### config.mk
export PLATFORM = sky130hd
export DESIGN_NAME = ctrl_seq
export DESIGN_NICKNAME = d
export VERILOG_FILES = /design/src/rtl/ctrl_seq_pkg.sv /design/src/rtl/mem_wdog.sv /design/src/rtl/ctrl_seq.sv
export SDC_FILE = /design/constraint.sdc
export NUM_CORES = 1
export LEC_CHECK = 0
export CAP_MARGIN = 0
export CORE_ASPECT_RATIO = 0.7
export CORE_MARGIN = 4
export CORE_UTILIZATION = 43
export DETAILED_ROUTE_END_ITERATION = 8
export GPL_ROUTABILITY_DRIVEN = 0
export MAX_ROUTING_LAYER = met4
export PLACE_DENSITY_LB_ADDON = 0.2
export SETUP_SLACK_MARGIN = 0.05
export SYNTH_ARGS = -nofsm -noshare
export SYNTH_HDL_FRONTEND = slang
export SYNTH_SLANG_ARGS = --single-unit
### constraint.sdc
create_clock -name clk -period 1.98 [get_ports clk]
set_clock_uncertainty 0.05 [all_clocks]
set_input_delay 0.396 -clock clk [delete_from_list [all_inputs] [get_ports clk]]
set_output_delay 0.396 -clock clk [all_outputs]
set_load 0.02 [all_outputs]
### src/rtl/ctrl_seq_pkg.sv
// ----------------------------------------------------------------------------
// ctrl_seq_pkg
// Shared ops header for the control sequencer: one-hot state encodings,
// memory opcodes, the watchdog counter width and an opcode classifier.
// ----------------------------------------------------------------------------
package ctrl_seq_pkg;

  localparam int STATE_W = 7;

  localparam logic [STATE_W-1:0] ST_FETCH   = 7'b0000001;
  localparam logic [STATE_W-1:0] ST_DECODE  = 7'b0000010;
  localparam logic [STATE_W-1:0] ST_REGREAD = 7'b0000100;
  localparam logic [STATE_W-1:0] ST_EXECUTE = 7'b0001000;
  localparam logic [STATE_W-1:0] ST_MEM     = 7'b0010000;
  localparam logic [STATE_W-1:0] ST_WB      = 7'b0100000;
  localparam logic [STATE_W-1:0] ST_FAULT   = 7'b1000000;

  localparam logic [3:0] OPC_READ  = 4'h8;
  localparam logic [3:0] OPC_WRITE = 4'h9;

  // Wide enough for the largest legal timeout (255).
  localparam int WDOG_CNT_W = 8;

  // Opcodes that need a data-memory access after EXECUTE.
  function automatic logic is_mem_op(input logic [3:0] opc);
    return (opc == OPC_READ) || (opc == OPC_WRITE);
  endfunction

endpackage

### src/rtl/mem_wdog.sv
// ----------------------------------------------------------------------------
// mem_wdog
// Tracks one outstanding memory request: holds the wait flag and counts wait
// cycles starting at 1 in the first cycle after the request. A completion
// ends the wait; reaching TIMEOUT without completion raises expired (the
// completion wins if both happen in the same cycle).
//
// Ports
//   clk      in   clock, rising edge
//   reset_n  in   asynchronous active-low reset
//   start    in   request issued this cycle; begin waiting
//   done     in   completion seen this cycle (ignored when not waiting)
//   clear    in   abandon the wait (fault recovery)
//   waiting  out  a request is outstanding
//   expired  out  wait limit hit in this cycle with no completion
// ----------------------------------------------------------------------------
module mem_wdog
  import ctrl_seq_pkg::*;
#(
  parameter int unsigned TIMEOUT = 15
) (
  input  logic clk,
  input  logic reset_n,
  input  logic start,
  input  logic done,
  input  logic clear,
  output logic waiting,
  output logic expired
);

  localparam logic [WDOG_CNT_W-1:0] LIMIT = WDOG_CNT_W'(TIMEOUT);

  logic [WDOG_CNT_W-1:0] count;

  // NOTE: sequential state is written with non-blocking assignments so every
  // flop samples the values that existed before the clock edge.
  always_ff @(posedge clk or negedge reset_n) begin
    if (!reset_n) begin
      waiting <= 1'b0;
      count   <= '0;
    end else if (clear) begin
      waiting <= 1'b0;
      count   <= '0;
    end else if (start) begin
      waiting <= 1'b1;
      count   <= WDOG_CNT_W'(1);
    end else if (waiting && done) begin
      waiting <= 1'b0;
      count   <= '0;
    end else if (waiting && (count != LIMIT)) begin
      // Saturates at LIMIT so expired stays asserted until cleared.
      count <= count + WDOG_CNT_W'(1);
    end
  end

  assign expired = waiting && (count == LIMIT) && !done;

endmodule

### src/rtl/ctrl_seq.sv
// ----------------------------------------------------------------------------
// ctrl_seq
// Multi-cycle instruction control sequencer:
//   FETCH -> DECODE -> REGREAD -> EXECUTE -> (MEM) -> WB -> FETCH
// with a memory-timeout FAULT state. Memory requests are registered
// one-cycle pulses; the wait for completion is tracked by mem_wdog.
//
// Ports
//   clk            in   clock, rising edge
//   reset_n        in   asynchronous active-low reset
//   I_instruction  in   memory read data captured during FETCH
//   I_mem_ready    in   memory can accept a request
//   I_data_ready   in   memory completion / acknowledge
//   I_stall        in   hold in DECODE, REGREAD, EXECUTE and WB
//   I_fault_clr    in   leave FAULT
//   O_state        out  one-hot state
//   O_ir           out  latched instruction
//   O_mem_req      out  one-cycle memory request pulse
//   O_mem_we       out  request is a write (valid with O_mem_req)
//   O_reg_we       out  register-file write enable
//   O_fault        out  memory timeout fault flag
// ----------------------------------------------------------------------------
module ctrl_seq
  import ctrl_seq_pkg::*;
#(
  parameter int INSTR_W     = 16,
  parameter int OPC_LSB     = 12,
  parameter int MEM_TIMEOUT = 15
) (
  input  logic               clk,
  input  logic               reset_n,
  input  logic [INSTR_W-1:0] I_instruction,
  input  logic               I_mem_ready,
  input  logic               I_data_ready,
  input  logic               I_stall,
  input  logic               I_fault_clr,
  output logic [6:0]         O_state,
  output logic [INSTR_W-1:0] O_ir,
  output logic               O_mem_req,
  output logic               O_mem_we,
  output logic               O_reg_we,
  output logic               O_fault
);

  logic [STATE_W-1:0] state;
  logic [3:0]         opc;
  logic               in_fetch;
  logic               in_mem;
  logic               is_write;
  logic               write_cycle;
  logic               waiting;
  logic               expired;
  logic               mem_done;
  logic               issue;
  logic               wd_start;
  logic               wd_clear;

  assign opc      = O_ir[OPC_LSB +: 4];
  assign in_fetch = (state == ST_FETCH);
  assign in_mem   = (state == ST_MEM);
  assign is_write = (opc == OPC_WRITE);

  // A store in MEM is fire-and-forget: it never arms the watchdog and
  // finishes the cycle after its request, regardless of I_data_ready.
  assign write_cycle = in_mem && is_write;

  // Completion only counts for an outstanding wait in a memory state.
  assign mem_done = waiting && I_data_ready && (in_fetch || in_mem);

  // The !O_mem_req term keeps a store from re-requesting while its own
  // pulse is still visible.
  assign issue    = (in_fetch || in_mem) && !waiting && !O_mem_req && I_mem_ready;
  assign wd_start = issue && !write_cycle;
  assign wd_clear = (state == ST_FAULT) && I_fault_clr;

  mem_wdog #(
    .TIMEOUT (MEM_TIMEOUT)
  ) u_wdog (
    .clk     (clk),
    .reset_n (reset_n),
    .start   (wd_start),
    .done    (mem_done),
    .clear   (wd_clear),
    .waiting (waiting),
    .expired (expired)
  );

  always_ff @(posedge clk or negedge reset_n) begin
    if (!reset_n) begin
      state     <= ST_FETCH;
      O_ir      <= '0;
      O_mem_req <= 1'b0;
      O_mem_we  <= 1'b0;
    end else begin
      O_mem_req <= issue;
      O_mem_we  <= issue && write_cycle;

      case (state)
        ST_FETCH: begin
          if (mem_done) begin
            O_ir  <= I_instruction;
            state <= ST_DECODE;
          end else if (expired) begin
            state <= ST_FAULT;
          end
        end

        ST_DECODE: begin
          if (!I_stall) state <= ST_REGREAD;
        end

        ST_REGREAD: begin
          if (!I_stall) state <= ST_EXECUTE;
        end

        ST_EXECUTE: begin
          if (!I_stall) state <= is_mem_op(opc) ? ST_MEM : ST_WB;
        end

        ST_MEM: begin
          if (write_cycle) begin
            if (O_mem_req) state <= ST_WB;
          end else if (mem_done) begin
            state <= ST_WB;
          end else if (expired) begin
            state <= ST_FAULT;
          end
        end

        ST_WB: begin
          if (!I_stall) state <= ST_FETCH;
        end

        ST_FAULT: begin
          if (I_fault_clr) state <= ST_FETCH;
        end

        // NOTE: any code that is not a legal one-hot value recovers to FETCH
        // instead of locking up.
        default: state <= ST_FETCH;
      endcase
    end
  end

  assign O_state  = state;
  assign O_reg_we = (state == ST_WB) && !is_write;
  assign O_fault  = (state == ST_FAULT);

endmodule
==> metrics, run 1 <==
ys async rst share=100%; met1 usage=23.6%; crit-path max FO=3; antenna violations before repair=0; Max-slew headroom=71.6%; multi-input logic area=931 um^2; Synth Flop Type=dfrtp_1; FF+latch count, synth=34; worst slew pin tran=427 ps; grt peak-use layer=met2; total CTS buffers=5; share of cells above drive strength 1=29.1%; design area=0.00264 mm^2; outcome=complete, but fails checks; Synth Cell Area=0.00180 mm^2; port bufs=48; CP delay by family, top=simple AND/OR/NAND/NOR gates; crit start category=register; RSZ-0062 raised after global routing=true; Setup CP Type=reg -> out; die width=85.2 um; CTS Root Buffer Type=clkbuf_8; vias post-DR=1,496; count of final setup violators=1; # rows=19; core area=0.00397 mm^2; DR iter-0 viols=59; IO Pins=49; final period utilization=101%; violated checks=setup timing; WHS=460 ps; Synth Area in Compound Gates=10.2%; met3 Track Usage GR=5.40%; largest net degree at the start of global routing=35; GRT overflow=0; die area=0.00529 mm^2; Sink Count=34; Yosys cell types=49; slowest CP cell=dfrtp_1; Clk Latency, worst-skew pair=290 ps; CP Capture Type=output port; setup total negative slack=-17.6 ps; post-DP HPWL=3370 um; Clk pin slew, worst setup/hold paths=70 ps; synthesis-to-layout area growth=47.0%; WL per Instance=16.1 um; post-synthesis adder-cell area fraction=0.697%; sequential area share after synthesis=47.5%; DR pass1 iterations=4; Mapped Cells=155; CP max stage delay=410 ps; Final ANT Viol Nets=0; post-route setup slack=-17.6 ps; max cap viols=0; Total Wirelength=4480 um; number of fill cells in the layout=290; nets=249; CTS Hold Bufs=0; Post-Synth XOR/XNOR Area=4.39%; Post-Syn Area per Cell=11.6 um^2; pwr/cell area=1460 mW/mm^2; n_diodes=0; Max rail drop VDD=0.000820 V; vias per inst=5.36; mux cell area share after synthesis=13.1%; Synth Warn #=0; syn nets=178; Pleak=1.17 nW; CTS tree=done; largest family of logic cells by synthesized area=simple AND/OR/NAND/NOR gates; vias in the first global route=1,482; Req. time, crit path=1530 ps; Reg area=853 um^2; worst path arrival time=1550 ps; worst hold path class=in -> async; Global Route Usage Sum=18.4%; GR Layer Usage met2=28.8%; number of synthesized flops with an enable pin=0; final hold viol count=0; highest clock rate=501 MHz; deepest clock path buffer count=2; first-pass GRT wire length=7310 um; area share of and/or/nand/nor cells after synthesis=20.9%; Cell Area, Placed=0.00245 mm^2; max-slew violation count=0; Die H=62.1 um; DRC Markers=0; Initial Utilization=45.2%; minimum clock period=2000 ps; CP Buf/Inv Count=1; H-tree depth=2; CP Cell Sequence=nor4_4 > and3_4 > and2_4 > buf_6
cell usage after synthesis, types with 3 or more instances:
| cell | count | area share (%) |
|---|---|---|
| buf_2 | 3 | 0.84 |
| mux2_4 | 9 | 7.5 |
| o21ai_0 | 3 | 0.84 |
| nand3_1 | 5 | 1.4 |
| xnor2_1 | 7 | 3.4 |
| nor2_1 | 17 | 3.6 |
| dfrtp_1 | 33 | 46 |
| nand2_1 | 11 | 2.3 |
| inv_1 | 5 | 1.0 |
| mux2_2 | 8 | 5.0 |
| a21o_1 | 3 | 1.3 |
cell type report:
type | count | area share (%)
clock buffers | 7 | 2.89
clock inverters | 1 | 1.14
inverters | 5 | 0.711
multi-input cells | 111 | 35.3
flip-flops and latches | 34 | 32.3
well taps | 52 | 2.46
repair buffers | 69 | 25.2
through the flow:
step | utilization (%) | power [mW] | instances | setup WS, ps
6_report | 66.5 | 3.85 | 279 | -17.6
5_1_grt | 66.5 | 4.08 | 279 | -72.9
4_1_cts | 64.6 | 3.80 | 277 | -4.05
3_5_place_dp | 61.7 | 3.17 | 268 | -172
3_3_place_gp | 61.7 | 3.12 | 268 | -153
2_1_floorplan | - | 2.37 | 155 | 57.0
routing by layer:
layer | routed length, um | vias to the layer above
met5 | 0 | -
met4 | 64 | 0
met3 | 320 | 9
met2 | 2130 | 57
met1 | 1960 | 733
li1 | - | 697
logic make-up (layout without fill, tap and decap cells):
kind of cell,after synthesis,count (layout)
AND/OR/NAND/NOR,60,60
flip-flops,34,34
AO/OA/AOI/OAI,23,23
multiplexers,18,18
buffers and inverters,10,82
XOR/XNOR,9,9
adder cells (fa/ha/maj),1,1
final timing paths:
check	slack [ps]	from	cells after the start	endpoint
worst max-delay path	-20	O_state[4]	4	O_reg_we
worst max register to register	110	O_state[0]	5	O_ir[15]
min in group clk	460	O_ir[0]	1	O_ir[0]
worst min-delay path	460	reset_n	2	O_state[6]
max in group asynchronous	1080	reset_n	2	O_state[0]
worst min register to register	460	O_ir[0]	1	O_ir[0]
timing repair:
item                                    4_1_cts  5_1_grt
pin swaps                                     3        5
setup buffers                                 1        2
endpoints found under the hold margin         0        0
endpoints found under the setup margin        6       23
resized for setup                            17       13
layout by cell type (no fill, tap or decap), types with 2 or more instances in the layout:
cell             synthesis  routed
buf_6                    0       6
mux2_2                   8       8
nor2_2                   2       2
clkbuf_1                 1       2
nand4_1                  2       2
a32o_1                   2       2
o21ai_0                  3       3
nand2b_1                 2       2
dlygate4sd2_1            0       4
nor2_1                  17      17
buf_4                    0      16
a21oi_1                  2       2
mux2_4                   9       9
inv_1                    5       5
nor3_4                   2       2
nand3_1                  5       5
a22o_1                   2       2
a21o_1                   3       3
nor4_4                   1       2
o211ai_2                 2       2
dfrtp_1                 33      32
nor3_1                   2       2
nand2_1                 11      10
xor2_1                   2       2
xnor2_1                  7       7
nand4b_1                 2       2
clkdlybuf4s50_1          0      41
clkbuf_8                 0       5
registers in the layout, summed over array words and instances, names as in the netlist:
register,count
u_wdog.waiting,1
O_ir,16
u_wdog.count,8
O_state,7
O_mem_req,1
O_mem_we,1
where the power goes:
group	total (mW)	leakage, nW	switching (mW)	internal, mW
clock network	0.614	0.0524	0.238	0.376
logic	2.03	0.694	0.954	1.08
registers	1.20	0.427	0.245	0.958
No activity file was read; power rests on OpenSTA's default activity.
==> run 2, diff against run 1 <==
--- a/config.mk
+++ b/config.mk
@@ -9,8 +9,10 @@
 export CORE_ASPECT_RATIO = 0.7
 export CORE_MARGIN = 4
 export CORE_UTILIZATION = 43
+export CTS_CLUSTER_DIAMETER = 40
 export DETAILED_ROUTE_END_ITERATION = 8
 export GPL_ROUTABILITY_DRIVEN = 0
+export GPL_TIMING_DRIVEN = 0
 export MAX_ROUTING_LAYER = met4
 export PLACE_DENSITY_LB_ADDON = 0.2
 export SETUP_SLACK_MARGIN = 0.05
==> metrics, run 2 (synthesis gave the netlist of run 1 again) <==
crit-path max FO=6; die width=85.2 um; post-DP HPWL=3240 um; first-pass GRT wire length=7110 um; CP Buf/Inv Count=2; WL per Instance=16.4 um; slowest CP cell=dfrtp_1; CP max stage delay=400 ps; Clk pin slew, worst setup/hold paths=70 ps; vias post-DR=1,451; worst hold path class=in -> async; core area=0.00397 mm^2; count of final setup violators=2; CP delay by family, top=simple AND/OR/NAND/NOR gates; die area=0.00529 mm^2; worst slew pin tran=762 ps; max cap viols=0; CTS Root Buffer Type=clkbuf_8; crit start category=register; Global Route Usage Sum=18.2%; max-slew violation count=0; total CTS buffers=5; Clk Latency, worst-skew pair=280 ps; outcome=complete, but fails checks; pwr/cell area=1440 mW/mm^2; final hold viol count=0; post-route setup slack=-72.5 ps; DR pass1 iterations=4; Initial Utilization=45.2%; largest register by flop count=O_ir; Final ANT Viol Nets=0; most used cell, CP=buf_6; Setup CP Type=reg -> out; r2r startpoint=O_state[0]; Cell Area, Placed=0.00234 mm^2; number of flip-flops in the largest register=16; GRT overflow=0; n_diodes=0; most frequent cells in the layout=clkdlybuf4s50_1, dfrtp_1, nor2_1, nand2_1; minimum clock period=2050 ps; CP Capture Type=output port; deepest clock path buffer count=2; Pleak=1.10 nW; violated checks=setup timing; Req. time, crit path=1530 ps; vias per inst=5.33; DRC Markers=0; final period utilization=104%; worst path arrival time=1610 ps; H-tree depth=2; IO Pins=49; WHS=135 ps; nets=242; r2r setup slk=80 ps; RR Endpoint=O_state[3]; Die H=62.1 um; highest clock rate=487 MHz; pre-CTS setup slack=-278 ps; synthesis-to-layout area growth=43.3%; largest net degree at the start of global routing=35; design area=0.00257 mm^2; most common cell after layout, fill and taps aside=clkdlybuf4s50_1; share of cells above drive strength 1=28.2%; Max-slew headroom=49.2%; Max rail drop VDD=0.000778 V; Total Wirelength=4470 um; port bufs=48; DR iter-0 viols=71; Reg2Reg Depth=6; CTS tree=done; Sink Count=34; RSZ-0062 raised after global routing=true; CP Cell Sequence=buf_6 > nor4_4 > and3_4 > and2_4 > buf_6; # rows=19; vias in the first global route=1,436; CTS Hold Bufs=0; antenna violations before repair=0
run 2: metrics by stage:
step                setup TNS, ps  utilization, %  power, mW  cells
CTS                         -74.0            62.9       3.65    268
floorplan                       0               -       2.37    155
global placement           -10390            59.0       3.00    255
finish                       -131            64.8       3.70    272
detailed placement          -3830            58.9       3.08    255
global route                 -216            64.8       3.93    272
run 2: worst register-to-register path, delay by kind of cell, from the launching register on:
kind	cells	cell delay [ps]
flip-flops	1	540
multiplexers	1	360
AND/OR/NAND/NOR	2	330
buffers and inverters	2	310
AO/OA/AOI/OAI	1	200
run 2: timing repair:
item / in CTS / in global routing
setup buffers: 5 / 5
gates resized for setup: 19 / 12
endpoints found under the setup margin: 27 / 24
gates cloned: 0 / 0
pin swaps: 3 / 8
run 2: how the worst max path moves through the flow:
stage	slack (ps)	cells past startpoint	end	startpoint
after floorplan	60	6	u_wdog.count[1]	O_state[4]
after global placement	-260	5	O_reg_we	O_state[4]
after detailed placement	-280	4	O_fault	O_state[4]
after CTS	-40	5	O_reg_we	O_state[3]
after global routing	-130	5	O_reg_we	O_state[4]
final	-70	5	O_reg_we	O_state[4]
run 2: where the power goes:
part	switching, mW	internal (mW)	leakage (nW)
clock	0.234	0.280	0.0482
sequential	0.259	0.959	0.424
combinational	0.947	1.02	0.631
run 2: layout make-up:
type                    count  area, um^2
clock buffers               7        86.3
well taps                  52        65.1
fillers                   312        1400
inverters                   5        18.8
multi-input cells         111         932
clock inverters             1        5.00
repair buffers             58         557
flip-flops and latches     34         856
plain buffers               4        53.8
run 2: metal layers:
| layer | part of all wire (%) | routed length [um] | global-route usage [%] | vias to the layer above |
|---|---|---|---|---|
| met3 | 7.0 | 313 | 4.48 | 2 |
| li1 | - | - | - | 689 |
| met2 | 47 | 2110 | 29.6 | 52 |
| met5 | 0 | 0 | - | - |
| met1 | 45 | 2030 | 23.1 | 708 |
| met4 | 0.45 | 20 | 4.74 | 0 |
==> run 3, diff against run 2 <==
--- a/config.mk
+++ b/config.mk
@@ -5,9 +5,7 @@
 export SDC_FILE = /design/constraint.sdc
 export NUM_CORES = 1
 export LEC_CHECK = 0
-export CAP_MARGIN = 0
 export CORE_ASPECT_RATIO = 0.7
-export CORE_MARGIN = 4
 export CORE_UTILIZATION = 43
 export CTS_CLUSTER_DIAMETER = 40
 export DETAILED_ROUTE_END_ITERATION = 8
==> metrics, run 3 (synthesis gave the netlist of run 1 again) <==
outcome=complete, but fails checks; violated checks=setup timing; worst hold path class=in -> async; count of final setup violators=12; antenna violations before repair=0; CTS Hold Bufs=0; highest clock rate=480 MHz; DR iter-0 viols=83; Initial Utilization=45.2%; CTS tree=done; worst path arrival time=2200 ps; RSZ-0062 raised after global routing=true; Final ANT Viol Nets=0; minimum clock period=2080 ps; share of cells above drive strength 1=31.3%; Global Route Usage Sum=20.7%; most frequent cells in the layout=clkdlybuf4s50_1, dfrtp_1, nor2_1, buf_4; synthesis-to-layout area growth=47.9%; CP Capture Type=register; vias per inst=5.45; vias post-DR=1,504; Placed Cells=255; CP max stage delay=390 ps; # rows=19; H-tree depth=2; Max rail drop VDD=0.000705 V; Clk pin slew, worst setup/hold paths=70 ps; crit-path max FO=6; Max-slew headroom=50.6%; r2r startpoint=O_state[3]; Sink Count=34; post-route setup slack=-105 ps; post-DP HPWL=2880 um; largest net degree at the start of global routing=35; CP Buf/Inv Count=3; die width=79.2 um; deepest clock path buffer count=2; Post-Layout Cell Count=276; GRT overflow=0; Worst path depth=8; port bufs=48; Cell Area, Placed=0.00234 mm^2; nets=246; most used cell, CP=o211ai_4; slowest CP cell=dfrtp_1; n_diodes=0; CP delay by family, top=compound AO/OA/AOI/OAI gates; IO Pins=49; design area=0.00266 mm^2; DR pass1 iterations=4; final hold viol count=0; total CTS buffers=5; Die H=56.1 um; CP Cell Sequence=buf_6 > buf_4 > buf_8 > xor2_2 > o211ai_4 > o211ai_4 > a21oi_4 > mux2_4; Reg2Reg Depth=8; max-slew violation count=0; die area=0.00444 mm^2; first-pass GRT wire length=6760 um; Pleak=1.13 nW; worst slew pin tran=742 ps; Total Wirelength=4540 um; RR Endpoint=O_state[3]; Setup CP Type=reg -> reg; CTS Root Buffer Type=clkbuf_8; r2r setup slk=-100 ps; number of flip-flops in the largest register=16; WL per Instance=16.5 um; final period utilization=105%; most common cell after layout, fill and taps aside=clkdlybuf4s50_1; pre-CTS setup slack=-314 ps; Clk Latency, worst-skew pair=290 ps; crit start category=register; largest register by flop count=O_ir; DRC Markers=0; max cap viols=0; vias in the first global route=1,400; Core Util, Final=66.9%; Req. time, crit path=2100 ps; pwr/cell area=1440 mW/mm^2; core area=0.00397 mm^2; WHS=114 ps
-- run 3: worst max path at each step --
stage | startpoint | end | slack, ps
after floorplan | O_state[4] | u_wdog.count[1] | 60
after global placement | O_state[4] | O_reg_we | -270
after detailed placement | O_state[4] | O_reg_we | -310
after CTS | O_state[3] | O_reg_we | -80
after global routing | O_state[3] | O_state[3] | -150
final | O_state[3] | O_state[3] | -100
-- run 3: area by class of cell --
cell class | count | area [um^2]
buffer | 4 | 47.5
sequential | 34 | 857
clock buffer | 7 | 86.3
timing repair buffer | 62 | 598
fill | 290 | 1320
inverter | 5 | 18.8
tap | 52 | 65.1
multi-input combinational | 111 | 977
clock inverter | 1 | 5.00
-- run 3: what timing repair did --
action / in CTS / in global routing
resized for setup: 22 / 18
buffers inserted: 7 / 7
pin swaps: 5 / 7
setup endpoints to repair: 24 / 23
-- run 3: stage by stage --
step	setup TNS, ps	power [mW]
global placement	-10760	2.99
global route	-1550	4.05
detailed placement	-3530	3.04
finish	-402	3.83
CTS	-117	3.63
floorplan	0	2.37
-- run 3: per-layer routing --
layer | GRT usage (%) | share of wire (%)
met5 | - | 0
met4 | 6.75 | 1.5
met3 | 6.39 | 6.2
met2 | 30.4 | 48
met1 | 27.4 | 44
-- run 3: report_power, final --
| group | switching, mW | total (mW) | internal (mW) |
|---|---|---|---|
| sequential | 0.271 | 1.23 | 0.959 |
| clock | 0.242 | 0.522 | 0.280 |
| combinational | 0.972 | 2.08 | 1.11 |
